File: src/rtl/floppy_pkg.sv
// Shared constants and state encoding for the floppy-drive stepper tone bank.
package floppy_pkg;

    typedef enum logic [1:0] {
        ST_IDLE = 2'd0,
        ST_PLAY = 2'd1,
        ST_HOME = 2'd2
    } state_e;

    localparam int DEF_NUM_CH      = 4;
    localparam int DEF_CNT_W       = 22;
    localparam int DEF_TRACKS      = 80;
    localparam int DEF_POS_W       = 7;
    localparam int DEF_HOME_PERIOD = 200000;

endpackage

File: src/rtl/floppy_channel.sv
// One drive channel: plays a tone by toggling STEP, sweeps the head back and forth,
// and can drive the head to track 0 on request.
module floppy_channel
    import floppy_pkg::*;
#(
    parameter int CNT_W       = DEF_CNT_W,
    parameter int TRACKS      = DEF_TRACKS,
    parameter int POS_W       = DEF_POS_W,
    parameter int HOME_PERIOD = DEF_HOME_PERIOD
) (
    input  logic             clk,
    input  logic             rst,
    input  logic             enable,
    input  logic             home,
    input  logic [CNT_W-1:0] setpoint,
    output logic             step,
    output logic             dir,
    output logic             sel,
    output logic             homing,
    output logic             home_done
);

    localparam logic [CNT_W-1:0] HOME_SP  = CNT_W'(HOME_PERIOD);
    localparam logic [POS_W-1:0] TRACKS_P = POS_W'(TRACKS);
    localparam logic [POS_W-1:0] POS_ONE  = {{(POS_W-1){1'b0}}, 1'b1};
    localparam logic [CNT_W:0]   CNT_ONE  = {{CNT_W{1'b0}}, 1'b1};

    state_e             state_r, state_s;
    logic [CNT_W-1:0]   cnt_r, cnt_s;
    logic [POS_W-1:0]   pos_r, pos_s;
    logic               step_r, step_s;
    logic               dir_r, dir_s;
    logic               done_r, done_s;
    logic [CNT_W-1:0]   period_s;
    logic [CNT_W:0]     cnt_inc_s;
    logic               wrap_s;

    // Next-state, counter, position and pin logic for the channel FSM
    always_comb begin
        state_s   = state_r;
        cnt_s     = cnt_r;
        pos_s     = pos_r;
        step_s    = step_r;
        dir_s     = dir_r;
        done_s    = 1'b0;
        period_s  = (state_r == ST_HOME) ? HOME_SP : setpoint;
        // One bit wider so a counter at the top of its range cannot wrap past the setpoint
        cnt_inc_s = {1'b0, cnt_r} + CNT_ONE;
        wrap_s    = (cnt_inc_s >= {1'b0, period_s});

        case (state_r)
            ST_IDLE: begin
                cnt_s  = {CNT_W{1'b0}};
                step_s = 1'b1;
                if (home) begin
                    state_s = ST_HOME;
                    dir_s   = 1'b1;
                    pos_s   = {POS_W{1'b0}};
                end else if (enable && (setpoint != {CNT_W{1'b0}})) begin
                    state_s = ST_PLAY;
                end else begin
                    state_s = ST_IDLE;
                end
            end
            ST_PLAY: begin
                if (home) begin
                    state_s = ST_HOME;
                    dir_s   = 1'b1;
                    step_s  = 1'b1;
                    cnt_s   = {CNT_W{1'b0}};
                    pos_s   = {POS_W{1'b0}};
                end else if (!enable || (setpoint == {CNT_W{1'b0}})) begin
                    state_s = ST_IDLE;
                    step_s  = 1'b1;
                    cnt_s   = {CNT_W{1'b0}};
                end else if (wrap_s) begin
                    cnt_s  = {CNT_W{1'b0}};
                    step_s = ~step_r;
                    // A 1->0 write is one head step; reverse at the end of the sweep
                    if (step_r) begin
                        if ((pos_r + POS_ONE) == TRACKS_P) begin
                            pos_s = {POS_W{1'b0}};
                            dir_s = ~dir_r;
                        end else begin
                            pos_s = pos_r + POS_ONE;
                        end
                    end else begin
                        pos_s = pos_r;
                    end
                end else begin
                    cnt_s = cnt_inc_s[CNT_W-1:0];
                end
            end
            ST_HOME: begin
                if (home) begin
                    dir_s  = 1'b1;
                    step_s = 1'b1;
                    cnt_s  = {CNT_W{1'b0}};
                    pos_s  = {POS_W{1'b0}};
                end else if (pos_r == TRACKS_P) begin
                    // All homing steps issued; release the drive on the following edge
                    state_s = ST_IDLE;
                    dir_s   = 1'b1;
                    pos_s   = {POS_W{1'b0}};
                    step_s  = 1'b1;
                    cnt_s   = {CNT_W{1'b0}};
                    done_s  = 1'b1;
                end else if (wrap_s) begin
                    cnt_s  = {CNT_W{1'b0}};
                    step_s = ~step_r;
                    if (step_r) begin
                        pos_s = pos_r + POS_ONE;
                    end else begin
                        pos_s = pos_r;
                    end
                end else begin
                    cnt_s = cnt_inc_s[CNT_W-1:0];
                end
            end
            default: begin
                state_s = ST_IDLE;
                cnt_s   = {CNT_W{1'b0}};
                pos_s   = {POS_W{1'b0}};
                step_s  = 1'b1;
                dir_s   = 1'b1;
            end
        endcase
    end

    // State and output registers with synchronous reset
    always_ff @(posedge clk) begin
        if (rst) begin
            state_r <= ST_IDLE;
            cnt_r   <= {CNT_W{1'b0}};
            pos_r   <= {POS_W{1'b0}};
            step_r  <= 1'b1;
            dir_r   <= 1'b1;
            done_r  <= 1'b0;
        end else begin
            state_r <= state_s;
            cnt_r   <= cnt_s;
            pos_r   <= pos_s;
            step_r  <= step_s;
            dir_r   <= dir_s;
            done_r  <= done_s;
        end
    end

    assign step      = step_r;
    assign dir       = dir_r;
    assign home_done = done_r;
    assign sel       = (state_r == ST_IDLE);
    assign homing    = (state_r == ST_HOME);

endmodule

File: src/rtl/floppy_bank.sv
// Bank of independent floppy stepper tone channels; slices the packed setpoint bus
// and instantiates one channel per drive.
module floppy_bank
    import floppy_pkg::*;
#(
    parameter int NUM_CH      = DEF_NUM_CH,
    parameter int CNT_W       = DEF_CNT_W,
    parameter int TRACKS      = DEF_TRACKS,
    parameter int POS_W       = DEF_POS_W,
    parameter int HOME_PERIOD = DEF_HOME_PERIOD
) (
    input  logic                    clk,
    input  logic                    rst,
    input  logic [NUM_CH-1:0]       enable,
    input  logic [NUM_CH*CNT_W-1:0] setpoint,
    input  logic [NUM_CH-1:0]       home,
    output logic [NUM_CH-1:0]       step,
    output logic [NUM_CH-1:0]       dir,
    output logic [NUM_CH-1:0]       sel,
    output logic [NUM_CH-1:0]       homing,
    output logic [NUM_CH-1:0]       home_done
);

    for (genvar i = 0; i < NUM_CH; i++) begin : g_ch
        floppy_channel #(
            .CNT_W       (CNT_W),
            .TRACKS      (TRACKS),
            .POS_W       (POS_W),
            .HOME_PERIOD (HOME_PERIOD)
        ) u_ch (
            .clk       (clk),
            .rst       (rst),
            .enable    (enable[i]),
            .home      (home[i]),
            .setpoint  (setpoint[i*CNT_W +: CNT_W]),
            .step      (step[i]),
            .dir       (dir[i]),
            .sel       (sel[i]),
            .homing    (homing[i]),
            .home_done (home_done[i])
        );
    end

endmodule

File: config.mk
export PLATFORM = sky130hd
export DESIGN_NAME = floppy_bank
export DESIGN_NICKNAME = d
export VERILOG_FILES = /design/src/rtl/floppy_pkg.sv /design/src/rtl/floppy_channel.sv /design/src/rtl/floppy_bank.sv
export SDC_FILE = /design/constraint.sdc
export NUM_CORES = 1
export LEC_CHECK = 0
export ABC_AREA = 1
export ABC_CLOCK_PERIOD_IN_PS = 4300
export BUFFER_PORTS_ARGS = -buffer_cell sky130_fd_sc_hd__clkbuf_2
export CORE_ASPECT_RATIO = 1.75
export CORE_MARGIN = 3
export CORE_UTILIZATION = 61
export DETAILED_ROUTE_END_ITERATION = 7
export GPL_ROUTABILITY_DRIVEN = 0
export PLACE_DENSITY_LB_ADDON = 0.3
export SLEW_MARGIN = 30
export SYNTH_ARGS = -nofsm -noshare
export SYNTH_HDL_FRONTEND = slang
export SYNTH_HIERARCHICAL = 1
export SYNTH_SLANG_ARGS = --single-unit
File: constraint.sdc
create_clock -name clk -period 4.3 [get_ports clk]
set_clock_uncertainty 0.1 [all_clocks]
set_input_delay 0 -clock clk [delete_from_list [all_inputs] [get_ports clk]]
set_output_delay 0 -clock clk [all_outputs]
set_load 0.02 [all_outputs]
==> impl_metrics.toml <==
[run_status]
outcome = "finished, final reports clean"

[route]
via_per_inst = 5.23
wirelength_mm = 26.1
ant_nets = 0
num_vias = 10600
initialDrtViolationCount = 372
first_pass_iters = 5
wire_per_inst_um = 12.9
drc = 0

[floorplan]
ios = 118
rows = 64
die_w_um = 107
start_util_pct = 62.2
core_area_um2 = 17500
dieArea_um2 = 19600
die_h_um = 183

[timing]
rsz0062_at_grt = "no"
maxSlewViolCount = 0
finalHoldViolations = 0
fmax_mhz = 289
timing.hold.ws_ns = 0.0448
tightest_slew_ns = 0.704
post-route-period-util_pct = 80.5
period_needed_ns = 3.46
max_slew_margin_pct = 53.1
final.setup.tns_ns = 0
finalSetupViolCount = 0

[grt]
grt.total_usage_pct = 27.0
overflow = 0
grt_max_degree = 23
antenna_found_initial = 0
grt_pass1_wl_mm = 43.8
grt_pass1_vias = 10400

[clock_tree]
cts_resized = 0
cts_root_buf = "clkbuf_16"
cts.path.max_buffers = 2
cts_tree = "done"
clock-sinks = 136
clk_pin_slew_ns = 0.06
htree_levels = 4
clk_latency_ns = 0.42
cts_made_buffers = 17

[setup_path]
startpoint_type = "flop"
cp.arrival_ns = 3.71
path_max_fanout = 13
critical_path_class = "flop to flop"
r2r_setup_slack_ns = 0.84
crit_required_ns = 4.55
endpoint_kind = "flop"

[hold_path]
hold_class = "input port to flop"

[yosys]
synth-async-reset-ratio_pct = 0
synth_ff_type = "dfxtp_1"
synthesis.instances = 1649
synth_area_um2 = 10900
synth.distinct_cells = 39
synth_nets = 1859
synth-edff-count = 0
syn_avg_cell_area_um2 = 6.61
seq_area_frac_synth_pct = 25.0
synth_seq_cells = 136
synth_warnings = 6

[finish]
regArea_um2 = 2720
diodes = 0
multi_input_area_um2 = 7090
layout.nets = 1989
fillers = 1521
syn2layout_area_growth_pct = 13.7
final_layout_size_suffix_gt1_share_pct = 14.6

[power_and_ir_drop]
leakage_uw = 0.00631
worst_ir_drop_vdd_uv = 219
powerDensity_nw_per_um2 = 343

[placed_design]
numPortBuffers = 117
dp.final_hpwl_mm = 20.7

[run]
cap_violations = 0
[final cells by class]
class                           count  area share [%]
Clock inverter                     12            1.32
Multi-Input combinational cell   1236            57.1
Inverter                          260            7.89
Tap cell                          231            2.33
Timing Repair Buffer              128            5.61
Sequential cell                   136            22.0
Clock buffer                       20            3.76
[stage by stage]
stage	utilization [%]	cells	setup slack [ns]	power (uW)	area, um^2
3_3_place_gp	66.5	1980	0.951	2680	11700
6_report	70.7	2023	0.840	4250	12400
5_1_grt	70.7	2023	0.487	4520	12400
2_1_floorplan	-	1649	1.33	2400	10900
4_1_cts	70.7	2023	0.829	4280	12400
3_5_place_dp	66.5	1980	0.849	2720	11700
[path summary, 6_finish.rpt]
kind / from / end / depth (start not counted)
min reg2reg: g_ch[1].u_ch/cnt_r[0] / g_ch[1].u_ch/cnt_r[0] / 1
max: g_ch[3].u_ch/cnt_r[0] / g_ch[3].u_ch/cnt_r[16] / 20
max reg2reg: g_ch[3].u_ch/cnt_r[0] / g_ch[3].u_ch/cnt_r[16] / 20
min: rst / g_ch[0].u_ch/home_done / 2
[cells in the final DEF (no fill, tap or decap), types with 12 or more instances in the layout]
master and n:
nand4_1 46, clkbuf_16 17, nor2_2 27, nor3_1 40, nand2_2 16, nand2_1 393
clkbuf_2 117, ha_1 112, nor2_1 283, xnor2_1 23, a21oi_1 46, dfxtp_1 136
xor2_1 63, inv_1 245, o21ai_0 22, nor4_1 12, nand3_1 75
[power by group]
| group | switching, uW | internal [uW] | total, uW |
|---|---|---|---|
| combinational | 828 | 439 | 1270 |
| sequential | 89.8 | 1350 | 1440 |
| clock | 576 | 966 | 1540 |
| total | 1490 | 2750 | 4250 |
[worst max-delay path, stage by stage (launching register included)]
cell      delay (ns)
dfxtp_1         0.38
ha_1            0.20
nand2_1         0.08
nor2_2          0.15
nand4_1         0.19
nor3_1          0.22
nand3_1         0.14
nor2_2          0.16
nand2_1         0.08
xor2_1          0.18
inv_1           0.07
ha_1            0.31
nand2_1         0.07
inv_1           0.06
a21oi_1         0.15
o211ai_1        0.11
nor2_2          0.13
nand2_2         0.09
inv_2           0.21
nand3_4         0.19
nor3_2          0.13
[flip-flops by register name (all words and copies together), names as in the netlist]
| name | flops |
|---|---|
| g_ch.u_ch/cnt_r | 88 |
| g_ch.u_ch/pos_r | 28 |
| g_ch.u_ch/state_r | 8 |
| g_ch.u_ch/dir | 4 |
| g_ch.u_ch/home_done | 4 |
| g_ch.u_ch/step | 4 |
[logic make-up (layout without fill, tap and decap cells)]
group / Yosys count / after routing / synth area share [%]
flip-flops: 136 / 136 / 25.0
AO/OA/AOI/OAI: 85 / 85 / 4.49
buffers and inverters: 277 / 420 / 10.1
XOR/XNOR: 86 / 86 / 6.91
adder cells (fa/ha/maj): 112 / 112 / 12.8
AND/OR/NAND/NOR: 953 / 953 / 40.7
[synthesized netlist by cell type, types with 4 or more instances]
master    number  area (um^2)
nand2_1      393         1480
nor2_1       283         1060
inv_1        245          920
dfxtp_1      136         2720
ha_1         112         1400
nand3_1       75          375
xor2_1        63          552
a21oi_1       46          230
nand4_1       46          288
nor3_1        40          200
nor2_2        27          169
xnor2_1       23          201
o21ai_0       22          110
nand2_2       16          100
nor4_1        12         75.1
inv_2         11         41.3
nand2_4       11          124
nor2_4        11          124
clkbuf_1       9         33.8
nor3_2         8         80.1
buf_6          7         78.8
nand3_4        7          123
or2_2          6         37.5
a21boi_0       4         30.0
[timing repair]
| action | 4_1_cts | 5_1_grt |
|---|---|---|
| setup endpoints to repair | 0 | 0 |
| buffers inserted | 0 | 0 |
| hold buffers | 11 | 0 |
| endpoints found under the hold margin | 16 | 0 |
[layer usage]
layer,track usage [%],wire length (um),vias to the layer above
li1,-,-,5458
met1,26.7,10000,4751
met2,53.0,14000,286
met3,4.02,1010,85
met4,13.1,1060,0
met5,0,0,-
No activity file was read; power rests on OpenSTA's default activity.
